**src/rtl/hazard_pkg.sv**
```systemverilog
// rtl/hazard_pkg.sv - shared constants and FSM state type for the data-hazard unit
package hazard_pkg;

  localparam int DEFAULT_ADDR_W = 5;

  localparam logic [1:0] FWD_NONE = 2'b00;
  localparam logic [1:0] FWD_MEM  = 2'b01;
  localparam logic [1:0] FWD_WB   = 2'b10;

  typedef enum logic [0:0] {
    IDLE  = 1'b0,
    STALL = 1'b1
  } hazard_state_e;

endpackage

```
**src/rtl/fwd_stall_hazard_unit_if.sv**
```systemverilog
// rtl/fwd_stall_hazard_unit_if.sv - ID/EX/MEM hazard bus between pipeline and hazard unit
interface fwd_stall_hazard_unit_if
  import hazard_pkg::*;
#(
  parameter int ADDR_W  = DEFAULT_ADDR_W,
  parameter int NUM_SRC = 2
);

  logic                        id_valid;
  logic [NUM_SRC*ADDR_W-1:0]   rs_addr_id;
  logic [NUM_SRC-1:0]          rs_used_id;
  logic [ADDR_W-1:0]           ex_rd_addr;
  logic                        ex_reg_write;
  logic                        ex_mem_read;
  logic [ADDR_W-1:0]           mem_rd_addr;
  logic                        mem_reg_write;
  logic                        pipe_hold;
  logic                        flush;
  logic [NUM_SRC*2-1:0]        fwd_sel;
  logic                        stall_pc;
  logic                        stall_id;
  logic                        bubble_ex;

  modport master (
    output id_valid, rs_addr_id, rs_used_id, ex_rd_addr, ex_reg_write, ex_mem_read,
           mem_rd_addr, mem_reg_write, pipe_hold, flush,
    input  fwd_sel, stall_pc, stall_id, bubble_ex
  );

  modport slave (
    input  id_valid, rs_addr_id, rs_used_id, ex_rd_addr, ex_reg_write, ex_mem_read,
           mem_rd_addr, mem_reg_write, pipe_hold, flush,
    output fwd_sel, stall_pc, stall_id, bubble_ex
  );

endinterface

```
**src/rtl/hazard_addr_cmp.sv**
```systemverilog
// rtl/hazard_addr_cmp.sv - one source-vs-destination register match, x0 never matches
module hazard_addr_cmp
  import hazard_pkg::*;
#(
  parameter int ADDR_W = DEFAULT_ADDR_W
) (
  input  logic [ADDR_W-1:0] rd,
  input  logic [ADDR_W-1:0] rs,
  input  logic              reg_write,
  input  logic              used,
  output logic              match
);

  assign match = used & reg_write & (rd == rs) & (rd != '0);

endmodule

```
**src/rtl/fwd_stall_hazard_unit.sv**
```systemverilog
// rtl/fwd_stall_hazard_unit.sv - forwarding select + load-use stall FSM for the 5-stage pipeline
// Optional perf counters stall_count/fwd_count built when HAZARD_PERF_EN is defined.
module fwd_stall_hazard_unit
  import hazard_pkg::*;
#(
  parameter int ADDR_W       = DEFAULT_ADDR_W,
  parameter int NUM_SRC      = 2,
  parameter int LOAD_LATENCY = 1,
  parameter int CNT_W        = 16
) (
  input  logic                  clk,
  input  logic                  reset,
  fwd_stall_hazard_unit_if.slave hz
`ifdef HAZARD_PERF_EN
  ,
  output logic [CNT_W-1:0]      stall_count,
  output logic [CNT_W-1:0]      fwd_count
`endif
);

  localparam int CW = 4;

  if (LOAD_LATENCY < 1 || LOAD_LATENCY > 15 || CNT_W < 1) begin : g_bad_param
    $error("fwd_stall_hazard_unit: LOAD_LATENCY must be 1..15 and CNT_W >= 1");
  end

  logic [NUM_SRC-1:0]   ex_match;
  logic [NUM_SRC-1:0]   mem_match;
  logic                 load_use_hit;
  logic                 stall_act;

  hazard_state_e        state_q, state_d;
  logic [CW-1:0]        cnt_q, cnt_d;
  logic [NUM_SRC*2-1:0] fwd_sel_q, fwd_sel_d;

  for (genvar i = 0; i < NUM_SRC; i++) begin : g_src
    hazard_addr_cmp #(.ADDR_W(ADDR_W)) u_ex_cmp (
      .rd        (hz.ex_rd_addr),
      .rs        (hz.rs_addr_id[i*ADDR_W +: ADDR_W]),
      .reg_write (hz.ex_reg_write),
      .used      (hz.rs_used_id[i]),
      .match     (ex_match[i])
    );
    hazard_addr_cmp #(.ADDR_W(ADDR_W)) u_mem_cmp (
      .rd        (hz.mem_rd_addr),
      .rs        (hz.rs_addr_id[i*ADDR_W +: ADDR_W]),
      .reg_write (hz.mem_reg_write),
      .used      (hz.rs_used_id[i]),
      .match     (mem_match[i])
    );
  end

  // Stall is combinational while IDLE so the detection cycle itself is held.
  always_comb begin
    load_use_hit = hz.id_valid & hz.ex_mem_read & (|ex_match);
    stall_act    = reset & ~hz.flush &
                   (((state_q == IDLE) & load_use_hit) | (state_q == STALL));
  end

  // A load still in EX has no data yet, so that source gets no forward at all.
  always_comb begin
    fwd_sel_d = fwd_sel_q;
    if (hz.flush) begin
      fwd_sel_d = '0;
    end else if (!hz.pipe_hold) begin
      for (int i = 0; i < NUM_SRC; i++) begin
        if (ex_match[i]) begin
          fwd_sel_d[2*i +: 2] = hz.ex_mem_read ? FWD_NONE : FWD_MEM;
        end else if (mem_match[i]) begin
          fwd_sel_d[2*i +: 2] = FWD_WB;
        end else begin
          fwd_sel_d[2*i +: 2] = FWD_NONE;
        end
      end
    end
  end

  always_comb begin
    state_d = state_q;
    cnt_d   = cnt_q;
    if (hz.flush) begin
      state_d = IDLE;
      cnt_d   = '0;
    end else if (!hz.pipe_hold) begin
      case (state_q)
        IDLE: begin
          if (load_use_hit && LOAD_LATENCY > 1) begin
            state_d = STALL;
            cnt_d   = CW'(LOAD_LATENCY - 1);
          end
        end
        STALL: begin
          cnt_d = cnt_q - CW'(1);
          if (cnt_q == CW'(1)) begin
            state_d = IDLE;
          end
        end
        default: begin
          state_d = IDLE;
          cnt_d   = '0;
        end
      endcase
    end
  end

  always_ff @(posedge clk or negedge reset) begin
    if (!reset) begin
      state_q   <= IDLE;
      cnt_q     <= '0;
      fwd_sel_q <= '0;
    end else begin
      state_q   <= state_d;
      cnt_q     <= cnt_d;
      fwd_sel_q <= fwd_sel_d;
    end
  end

  assign hz.fwd_sel   = fwd_sel_q;
  assign hz.stall_pc  = stall_act;
  assign hz.stall_id  = stall_act;
  assign hz.bubble_ex = stall_act;

`ifdef HAZARD_PERF_EN
  logic [CNT_W-1:0] stall_count_q, stall_count_d;
  logic [CNT_W-1:0] fwd_count_q, fwd_count_d;
  logic             fwd_new;

  always_comb begin
    fwd_new       = ~hz.flush & ~hz.pipe_hold & (|fwd_sel_d);
    stall_count_d = stall_count_q;
    fwd_count_d   = fwd_count_q;
    if (stall_act && !hz.pipe_hold && stall_count_q != '1) begin
      stall_count_d = stall_count_q + CNT_W'(1);
    end
    if (fwd_new && fwd_count_q != '1) begin
      fwd_count_d = fwd_count_q + CNT_W'(1);
    end
  end

  always_ff @(posedge clk or negedge reset) begin
    if (!reset) begin
      stall_count_q <= '0;
      fwd_count_q   <= '0;
    end else begin
      stall_count_q <= stall_count_d;
      fwd_count_q   <= fwd_count_d;
    end
  end

  assign stall_count = stall_count_q;
  assign fwd_count   = fwd_count_q;
`endif

endmodule

```
**src/flat_wrapper.sv**
```systemverilog
// flat-port wrapper written by rule: the top's interface ports become plain ports
module fwd_stall_hazard_unit_flat import hazard_pkg::*;
#(
  parameter int ADDR_W       = DEFAULT_ADDR_W,
  parameter int NUM_SRC      = 2,
  parameter int LOAD_LATENCY = 1,
  parameter int CNT_W        = 16
)
  (clk, reset, hz_id_valid, hz_rs_addr_id, hz_rs_used_id, hz_ex_rd_addr, hz_ex_reg_write, hz_ex_mem_read, hz_mem_rd_addr, hz_mem_reg_write, hz_pipe_hold, hz_flush, hz_fwd_sel, hz_stall_pc, hz_stall_id, hz_bubble_ex);
  fwd_stall_hazard_unit_if #(.ADDR_W(ADDR_W), .NUM_SRC(NUM_SRC)) hz_i ();
  input  logic clk;
  input  logic reset;
  input wire logic [$bits(hz_i.id_valid)-1:0] hz_id_valid;
  input wire logic [$bits(hz_i.rs_addr_id)-1:0] hz_rs_addr_id;
  input wire logic [$bits(hz_i.rs_used_id)-1:0] hz_rs_used_id;
  input wire logic [$bits(hz_i.ex_rd_addr)-1:0] hz_ex_rd_addr;
  input wire logic [$bits(hz_i.ex_reg_write)-1:0] hz_ex_reg_write;
  input wire logic [$bits(hz_i.ex_mem_read)-1:0] hz_ex_mem_read;
  input wire logic [$bits(hz_i.mem_rd_addr)-1:0] hz_mem_rd_addr;
  input wire logic [$bits(hz_i.mem_reg_write)-1:0] hz_mem_reg_write;
  input wire logic [$bits(hz_i.pipe_hold)-1:0] hz_pipe_hold;
  input wire logic [$bits(hz_i.flush)-1:0] hz_flush;
  output wire logic [$bits(hz_i.fwd_sel)-1:0] hz_fwd_sel;
  output wire logic [$bits(hz_i.stall_pc)-1:0] hz_stall_pc;
  output wire logic [$bits(hz_i.stall_id)-1:0] hz_stall_id;
  output wire logic [$bits(hz_i.bubble_ex)-1:0] hz_bubble_ex;
  assign hz_i.id_valid = hz_id_valid;
  assign hz_i.rs_addr_id = hz_rs_addr_id;
  assign hz_i.rs_used_id = hz_rs_used_id;
  assign hz_i.ex_rd_addr = hz_ex_rd_addr;
  assign hz_i.ex_reg_write = hz_ex_reg_write;
  assign hz_i.ex_mem_read = hz_ex_mem_read;
  assign hz_i.mem_rd_addr = hz_mem_rd_addr;
  assign hz_i.mem_reg_write = hz_mem_reg_write;
  assign hz_i.pipe_hold = hz_pipe_hold;
  assign hz_i.flush = hz_flush;
  assign hz_fwd_sel = hz_i.fwd_sel;
  assign hz_stall_pc = hz_i.stall_pc;
  assign hz_stall_id = hz_i.stall_id;
  assign hz_bubble_ex = hz_i.bubble_ex;
  fwd_stall_hazard_unit #(.ADDR_W(ADDR_W), .NUM_SRC(NUM_SRC), .LOAD_LATENCY(LOAD_LATENCY), .CNT_W(CNT_W)) u_core (.clk(clk), .reset(reset), .hz(hz_i));
endmodule
```
**config.mk**
```make
export PLATFORM = sky130hd
export DESIGN_NAME = fwd_stall_hazard_unit_flat
export DESIGN_NICKNAME = d
export VERILOG_FILES = /design/src/rtl/hazard_pkg.sv /design/src/rtl/fwd_stall_hazard_unit_if.sv /design/src/rtl/hazard_addr_cmp.sv /design/src/rtl/fwd_stall_hazard_unit.sv /design/src/flat_wrapper.sv
export SDC_FILE = /design/constraint.sdc
export NUM_CORES = 1
export LEC_CHECK = 0
export BUFFER_PORTS_ARGS = -buffer_cell sky130_fd_sc_hd__buf_2
export CELL_PAD_IN_SITES_DETAIL_PLACEMENT = 0
export CELL_PAD_IN_SITES_GLOBAL_PLACEMENT = 1
export CORE_MARGIN = 2
export CORE_UTILIZATION = 30
export CTS_BUF_LIST = sky130_fd_sc_hd__clkbuf_2
export CTS_CLUSTER_DIAMETER = 150
export DETAILED_ROUTE_END_ITERATION = 8
export MAX_ROUTING_LAYER = met4
export PLACE_DENSITY = 0.79
export SYNTH_ARGS = -nofsm -noshare
export SYNTH_HDL_FRONTEND = slang
export SYNTH_SLANG_ARGS = --single-unit
```
**constraint.sdc**
```tcl
create_clock -name clk -period 1.5 [get_ports clk]
set_input_delay 0 -clock clk [delete_from_list [all_inputs] [get_ports clk]]
set_output_delay 0 -clock clk [all_outputs]
set_load 0.02 [all_outputs]
```
======== Yosys cells after proc, flatten, opt, wreduce, memory -nomap -nowiden ========
Cells that the tools add are included.
cells by class
  shift operators ......................... 0
  divide/modulo/power cells ............... 0
  equal/unequal tests ..................... 6
  $mul .................................... 0
  bitwise operators ....................... 20
  reduce and logical (&&, ||, !) cells .... 5
  muxes and demuxes ....................... 14
  $lt $le $gt $ge ......................... 0
  add/sub/neg operators ................... 1
operator list
  kind                 number
  $eq 5x5->1           4
  $mux 4               5
  $and 1x1->1          17
  $reduce_bool 5->1    2
  $mux 2               4
  $mux 1               5
  $eq 4x1->1 const B   1
  $sub 4x1->4 const B  1
  $ne 2x1->1 const B   1
  $not 1->1            2
  $reduce_and 2->1     1
  $reduce_bool 2->1    1
  $reduce_or 2->1      1
  $or 1x1->1           1
storage, ports and cells
  register bits ........................... 9
  memories ................................ 0
  output and inout port bits .............. 7
  RAM bits ................................ 0
  latch bits .............................. 0
  input port bits ......................... 30
  ROM bits ................................ 0
  word-level logic and storage cells ...... 49

======== Logic depth before layout (Yosys ltp) ========
Gate-level depths: netlist of the first run.
  depth in word-level cells ............... 8
  gate-level depth with buffers ........... 5
  gate-level depth less buffers ........... 5

======== By module ========
Synthesis of the first run repeated with hierarchy kept, for this count alone.
second synthesis, totals
  cells, all modules ...................... 86
  area, all modules ....................... 797.0 um^2
by module, submodules not included
  module                 seq. area each (um^2)  area each (um^2)  cells each  times used
  fwd_stall_hazard_unit  225.2                  491.7             46          1
  hazard_addr_cmp        0.0                    76.3              10          4

======== Least setup slack after synthesis of the first run ========
Ideal clock, no wire load.
  path type ............................... input to output
  start ................................... input port hz_ex_rd_addr[0]
  end ..................................... output port hz_stall_id
  arrival time ............................ 1.158 ns
  stages .................................. 5
  slack ................................... 0.342 ns
  data required time ...................... 1.500 ns
  path buffers ............................ 1
  path through ............................ or4_4 > o21ai_2 > o21bai_1 > o311a_1 > buf_4
on the way
  word-level cells in the longest chain between the ends .. 8
  elaborated cells on any way between the ends .. 12
  those cells by class .................... eq/ne: 2; bitwise: 8; reduce/logical: 2
RTL lines
  what                      line                         text
  from (decl)               flat_wrapper.sv:16           input wire logic [$bits(hz_i.ex_rd_addr)-1:0] hz_ex_rd_addr;
  $eq 5x5->1                hazard_addr_cmp.sv:14        assign match = used & reg_write & (rd == rs) & (rd != '0);
  $and 1x1->1 (2 in a row)  hazard_addr_cmp.sv:14
  $reduce_or 2->1 *         fwd_stall_hazard_unit.sv:55  load_use_hit = hz.id_valid & hz.ex_mem_read & (|ex_match);
  $and 1x1->1 *             fwd_stall_hazard_unit.sv:55
  $and 1x1->1 *             fwd_stall_hazard_unit.sv:57  (((state_q == IDLE) & load_use_hit) | (state_q == STALL));
  $or 1x1->1 *              fwd_stall_hazard_unit.sv:57
  $and 1x1->1 *             fwd_stall_hazard_unit.sv:56  stall_act = reset & ~hz.flush &
  to (decl)                 flat_wrapper.sv:25           output wire logic [$bits(hz_i.stall_id)-1:0] hz_stall_id;
Every way passes the cells marked *; elsewhere a longest branch is shown, timed or not.

======== Final worst setup path of the first run ========
  start ................................... input port hz_rs_used_id[1]
  end ..................................... output port hz_bubble_ex
on the way
  word-level cells in the longest chain between the ends .. 8
RTL lines
  what                      line                         text
  from (decl)               flat_wrapper.sv:15           input wire logic [$bits(hz_i.rs_used_id)-1:0] hz_rs_used_id;
  $and 1x1->1 (3 in a row)  hazard_addr_cmp.sv:14
  $reduce_or 2->1           fwd_stall_hazard_unit.sv:55
  $and 1x1->1               fwd_stall_hazard_unit.sv:55
  $and 1x1->1               fwd_stall_hazard_unit.sv:57
  $or 1x1->1                fwd_stall_hazard_unit.sv:57
  $and 1x1->1               fwd_stall_hazard_unit.sv:56
  to (decl)                 flat_wrapper.sv:26           output wire logic [$bits(hz_i.bubble_ex)-1:0] hz_bubble_ex;
No other way between the ends.

==> impl_metrics.py, run 1 <==
metrics = {
    "run_status": {
        "outcome": "completed",
    },
    "yosys": {
        "synth.cell_area_um2": 733.2,
        "ys_top_cells_by_count": "13 x xnor2_1, 10 x xor2_1, 9 x dfrtp_1, 9 x nand2_1, 8 x nor2_1",
        "synth_flop_cell": "dfrtp_1",
        "avgSynthCellArea_um2": 8.729,
        "post-synth-top-count-cell": "xnor2_1",
        "ys_top_cells_by_area": "dfrtp_1 31%, xnor2_1 16%, xor2_1 12%",
        "synth_seq_cells": 9,
        "synth_edf_count": 0,
        "synth_cells": 84,
        "yosysWarnings": 0,
        "syn-num-nets": 116,
        "yosysSeqAreaShare_pct": 30.72,
        "async_flop_share_pct": 100.0,
        "yosysUniqueCellTypes": 26,
        "synth_top_cell_area_share_pct": 30.72,
        "post-synth-top-area-cell": "dfrtp_1",
    },
    "routing": {
        "via_per_inst": 4.803,
        "drt-initial-drc-count": 1,
        "drc_errors": 0,
        "drt-total-wl_um": 1796,
        "ant_nets": 0,
        "dr.pass1.iters": 3,
        "wl_per_cell_um": 11.82,
        "vias": 730,
    },
    "sta": {
        "drv_slew": 0,
        "fin_crit_ps": 1330,
        "finalSetupViolations": 0,
        "min_period_over_period_pct": 88.68,
        "timing.setup.tns_ps": 0,
        "grt_setup_unrepaired": "no",
        "tightest_slew_ps": 339.3,
        "hold_viol": 0,
        "clock_skew_ps": 7.550,
        "fmaxAchievable_mhz": 751.8,
        "relSlewSlack_pct": 77.34,
    },
    "place": {
        "portBuffers": 36,
        "dp_hpwl_um": 1580,
        "gp_congestion": 0.7469,
    },
    "clocking": {
        "htreeDepth": 1,
        "ctsResizeCount": 0,
        "cts_tree": "yes",
        "cts_inserted_buffers": 3,
        "clkSinkCount": 9,
        "clk_latency_ps": 250,
        "clk_root_buffer_cell": "clkbuf_2",
        "cts_setup_buffers": 0,
        "hold_buffers": 3,
        "clock_path_buffers": 2,
        "clkSlewWorstSetupHoldPaths_ps": 100,
    },
    "die": {
        "die_w_um": 53.44,
        "die_area_um2": 2855,
        "coreArea_um2": 2255,
        "start_util_pct": 32.52,
        "fp.dieH_um": 53.44,
        "rows": 17,
        "num_io_pins": 37,
    },
    "final_layout": {
        "n_antenna_cell": 0,
        "nFillCells": 265,
        "drive_gt1_share_pct": 34.68,
        "synthToLayoutAreaGrowth_pct": 33.62,
        "fin_nets": 157,
    },
    "setup_path": {
        "worst_ep_required_time_ps": 1500,
        "rr_endpoint": "u_core.cnt_q[3]$_DFFE_PN0P_",
        "worstPathCellList": "dlygate4sd3_1 > buf_2 > nand2_1 > nor2_1 > o311a_1 > buf_2",
        "r2r_cells": 4,
        "end_kind": "output pin",
        "path_class": "input pin to output pin",
        "critPathLaunchType": "input pin",
        "r2r-start": "u_core.state_q$_DFFE_PN0P_",
        "worst_path_largest_cell_delay_ps": 540,
        "slowest_stage": "dlygate4sd3_1",
        "path_common_cell": "buf_2",
        "worst-path-buf-inv": 3,
        "r2r_slack_ps": 350,
        "crit_fanout": 3,
        "cp.arrival_ps": 1330,
        "crit_family": "buffers and inverters",
    },
    "worst_hold_path": {
        "whs_endpoint": "u_core.hz.fwd_sel[2]$_DFFE_PN0P_",
        "worstHoldStart": "hz_flush",
        "min_path_type": "input pin to register",
        "min_path_cells": 2,
    },
    "global_routing": {
        "grt_first_pass_wirelength_um": 3118,
        "grt_use_total_pct": 15.83,
        "grt_overflow": 0,
        "first_global_vias": 780,
        "antenna_found_initial": 0,
        "grt_max_degree": 11,
    },
    "pwr": {
        "p_per_area_nw_per_um2": 548.0,
        "intPower_mw": 0.3752,
        "ir_drop_v": 0.0003032,
        "switching_power_mw": 0.1617,
        "share_clk_of_total_power_pct": 27.6,
        "swShare_pct": 30.12,
        "total_leakage_power_nw": 0.4523,
        "pwr-share-seq_pct": 45.2,
        "power_frac_comb_pct": 27.1,
        "power.total_mw": 0.5369,
    },
    "flow_run": {
        "drv_cap": 0,
    },
}
placed cells by master (no fill, tap or decap), types with 2 or more instances in the layout:
cell and n:
nand2_1 9, ha_1 2, clkbuf_2 3, nand3_1 2
o31ai_1 2, nor3_1 3, nor2b_1 3, o211ai_1 2
or3_1 2, nor2_1 8, a21oi_1 2, buf_2 36
xor2_1 10, nor4_1 2, nand4_1 2, dfrtp_1 9
inv_1 2, dlygate4sd3_1 3, xnor2_1 13
worst max-delay path by stage:
stage                                start           end  slack, ps  cells after the start
after floorplan           hz_ex_rd_addr[0]   hz_stall_id        340                      5
after global placement    hz_ex_rd_addr[0]  hz_bubble_ex        250                      6
after CTS                 hz_rs_used_id[1]  hz_bubble_ex        170                      6
after global routing      hz_rs_used_id[1]  hz_bubble_ex         70                      6
after detailed placement  hz_ex_rd_addr[0]  hz_bubble_ex        230                      6
final                     hz_rs_used_id[1]  hz_bubble_ex        170                      6
logic make-up (layout without fill, tap and decap cells):
logic type / Yosys count / count (layout) / share of synthesized area (%)
adders and majority gates: 2 / 2 / 3.412
xor gates and xnor gates: 23 / 23 / 27.47
AOI/OAI and AO/OA: 10 / 10 / 10.07
and+or+nand+nor: 35 / 35 / 24.74
buffers and inverters: 5 / 45 / 3.583
DFF: 9 / 9 / 30.72
layout make-up:
class                           instances  area, um2  share of cell area, %
Clock buffer                            3      15.01                  1.533
Clock inverter                          1      5.005                 0.5109
Inverter                                2      7.507                 0.7663
Multi-Input combinational cell         70      481.7                  49.17
Sequential cell                         9      225.2                  22.99
Tap cell                               28      35.03                  3.576
Timing Repair Buffer                   39      210.2                  21.46
per-stage QoR:
step / instance area (um2) / worst slack, ps / instances / hold WS [ps] / util, %
after floorplan: 733.2 / 342.5 / 84 / -295.6 / -
after global placement: 929.6 / 252.4 / 145 / -131.1 / 41.23
after detailed placement: 929.6 / 232.7 / 145 / -130.2 / 41.23
after CTS: 979.7 / 170.8 / 152 / 16.41 / 43.45
after global routing: 979.7 / 74.63 / 152 / 26.04 / 43.45
final: 979.7 / 169.9 / 152 / 37.49 / 43.45
routing by layer:
layer / up-vias / track usage, % / share of wire [%]
met5: - / - / 0
li1: 369 / - / -
met4: 0 / 7.692 / 0.67
met3: 2 / 2.542 / 6.6
met2: 28 / 29.22 / 52
met1: 331 / 16.01 / 41
registers in the layout, indices dropped and copies added (netlist names):
name               count
u_core.cnt_q           4
u_core.state_q         1
u_core.hz.fwd_sel      4
power groups by stage:
stage          logic (mW)  clock network (mW)  registers [mW]
2_1_floorplan      0.0642                   0           0.248
3_3_place_gp        0.139                   0           0.248
3_5_place_dp        0.142                   0           0.248
4_1_cts             0.148               0.159           0.243
5_1_grt             0.164               0.178           0.243
6_report            0.146               0.148           0.243
No activity file was read; power rests on OpenSTA's default activity.
==> run 2: changes to the inputs <==
Settings changed: CTS_BUF_LIST sky130_fd_sc_hd__clkbuf_2 to sky130_fd_sc_hd__clkbuf_4.
==> impl_metrics.py, run 2 (synthesis results as in run 1) <==
metrics = {
    "clocking": {
        "cts_inserted_buffers": 3,
        "clock_path_buffers": 2,
        "cts_tree": "yes",
        "htreeDepth": 1,
        "clkSinkCount": 9,
        "clk_root_buffer_cell": "clkbuf_4",
        "clk_latency_ps": 260,
        "clkSlewWorstSetupHoldPaths_ps": 70,
        "cts_setup_buffers": 0,
    },
    "routing": {
        "wl_per_cell_um": 12.04,
        "drt-initial-drc-count": 0,
        "drc_errors": 0,
        "ant_nets": 0,
        "via_per_inst": 4.828,
        "vias": 729,
        "dr.pass1.iters": 1,
        "drt-total-wl_um": 1818,
    },
    "setup_path": {
        "r2r-start": "u_core.state_q$_DFFE_PN0P_",
        "cp_num_cells": 5,
        "cp.arrival_ps": 1280,
        "worstPathCellList": "dlygate4sd3_1 > buf_2 > nor2b_1 > o311a_1 > buf_2",
        "slowest_stage": "dlygate4sd3_1",
        "crit_family": "buffers and inverters",
        "worst_ep_required_time_ps": 1500,
        "end_kind": "output pin",
        "path_class": "input pin to output pin",
        "worst-path-buf-inv": 3,
        "path_common_cell": "buf_2",
        "crit_fanout": 10,
        "critPathLaunch": "reset",
        "r2r_cells": 4,
        "worst_path_largest_cell_delay_ps": 520,
        "critPathLaunchType": "input pin",
    },
    "sta": {
        "min_period_over_period_pct": 85.52,
        "drv_slew": 0,
        "hold_viol": 0,
        "tightest_slew_ps": 339.9,
        "relSlewSlack_pct": 77.30,
        "fin_crit_ps": 1283,
        "timing.setup.tns_ps": 0,
        "finalSetupViolations": 0,
        "clock_skew_ps": 8.011,
        "fmaxAchievable_mhz": 779.5,
        "grt_setup_unrepaired": "no",
    },
    "final_layout": {
        "final_cell_mix": "36 x buf_2, 13 x xnor2_1, 10 x xor2_1",
        "design_area_um2": 977.2,
        "fin_nets": 156,
        "final_common_cell": "buf_2",
        "n_antenna_cell": 0,
        "drive_gt1_share_pct": 34.96,
        "synthToLayoutAreaGrowth_pct": 33.28,
    },
    "global_routing": {
        "grt_use_total_pct": 15.89,
        "grt_overflow": 0,
        "first_global_vias": 793,
        "antenna_found_initial": 0,
        "grt_max_degree": 11,
        "grt_first_pass_wirelength_um": 3132,
    },
    "place": {
        "dp_hpwl_um": 1580,
        "dpl_cell_area_um2": 929.6,
        "portBuffers": 36,
        "gp_congestion": 0.7469,
    },
    "die": {
        "start_util_pct": 32.52,
        "die_w_um": 53.44,
        "num_io_pins": 37,
        "coreArea_um2": 2255,
        "die_area_um2": 2855,
        "fp.dieH_um": 53.44,
        "rows": 17,
    },
    "worst_hold_path": {
        "min_path_cells": 3,
        "min_path_type": "input pin to register",
        "worstHoldStart": "hz_rs_used_id[1]",
    },
    "pwr": {
        "ir_drop_v": 0.0003307,
        "power.total_mw": 0.5740,
        "p_per_area_nw_per_um2": 587.4,
        "total_leakage_power_nw": 0.4495,
    },
    "flow_run": {
        "drv_cap": 0,
    },
    "run_status": {
        "outcome": "completed",
    },
}
-- run 2: cell count changes in the layout (fill, tap and decap cells not counted), sizes merged --
cell         before  now
dlygate4sd3       3    2
-- run 2: final cells by class --
cell class / count / area (um2)
repair buffers: 38 / 200.2
flip-flops and latches: 9 / 225.2
fillers: 272 / 1277
clock buffers: 3 / 22.52
clock inverters: 1 / 5.005
inverters: 2 / 7.507
well taps: 28 / 35.03
multi-input cells: 70 / 481.7
-- run 2: what timing repair did --
| item | 4_1_cts | 5_1_grt |
|---|---|---|
| hold endpoints to repair | 10 | 0 |
| hold buffers | 2 | 0 |
| endpoints found under the setup margin | 0 | 0 |
| gates resized for setup | 0 | 0 |
-- run 2: final timing paths --
| check | slack [ps] | to |
|---|---|---|
| setup / recovery | 220 | hz_bubble_ex |
| hold / removal | 8 | u_core.hz.fwd_sel[3]$_DFFE_PN0P_ |
| setup reg to reg | 320 | u_core.cnt_q[3]$_DFFE_PN0P_ |
| hold reg to reg | 490 | u_core.hz.fwd_sel[3]$_DFFE_PN0P_ |
| max in group asynchronous | 1190 | u_core.cnt_q[1]$_DFFE_PN0P_ |
| min in group asynchronous | 120 | u_core.cnt_q[0]$_DFFE_PN0P_ |
-- run 2: through the flow --
step,setup slack [ps],std cells,util (%),hold WS [ps]
floorplan,342.5,84,-,-295.6
global placement,252.4,145,41.23,-131.1
detailed placement,232.7,145,41.23,-130.2
CTS,188.4,151,43.34,2.607
global route,76.43,151,43.34,7.500
finish,217.2,151,43.34,8.172
-- run 2: power breakdown --
part / leakage, nW / internal, mW / switching [mW] / total (mW)
logic: 0.306 / 0.0703 / 0.0735 / 0.144
registers: 0.126 / 0.243 / 0.000151 / 0.243
clock network: 0.0177 / 0.0983 / 0.0888 / 0.187
total: 0.449 / 0.412 / 0.162 / 0.574
-- run 2: worst reg2reg max path: stages, from the launching register on --
cell	delay [ps]
dfrtp_1	380
nor2b_1	330
nand2_1	120
xor2_1	170
nor2_1	60
-- run 2: routing by layer --
layer	wire length (um)	global-route usage, %	up-vias
met3	116	2.542	2
met2	939	30.04	26
met1	750	15.50	335
met5	0	-	-
met4	12	7.692	0
li1	-	-	366
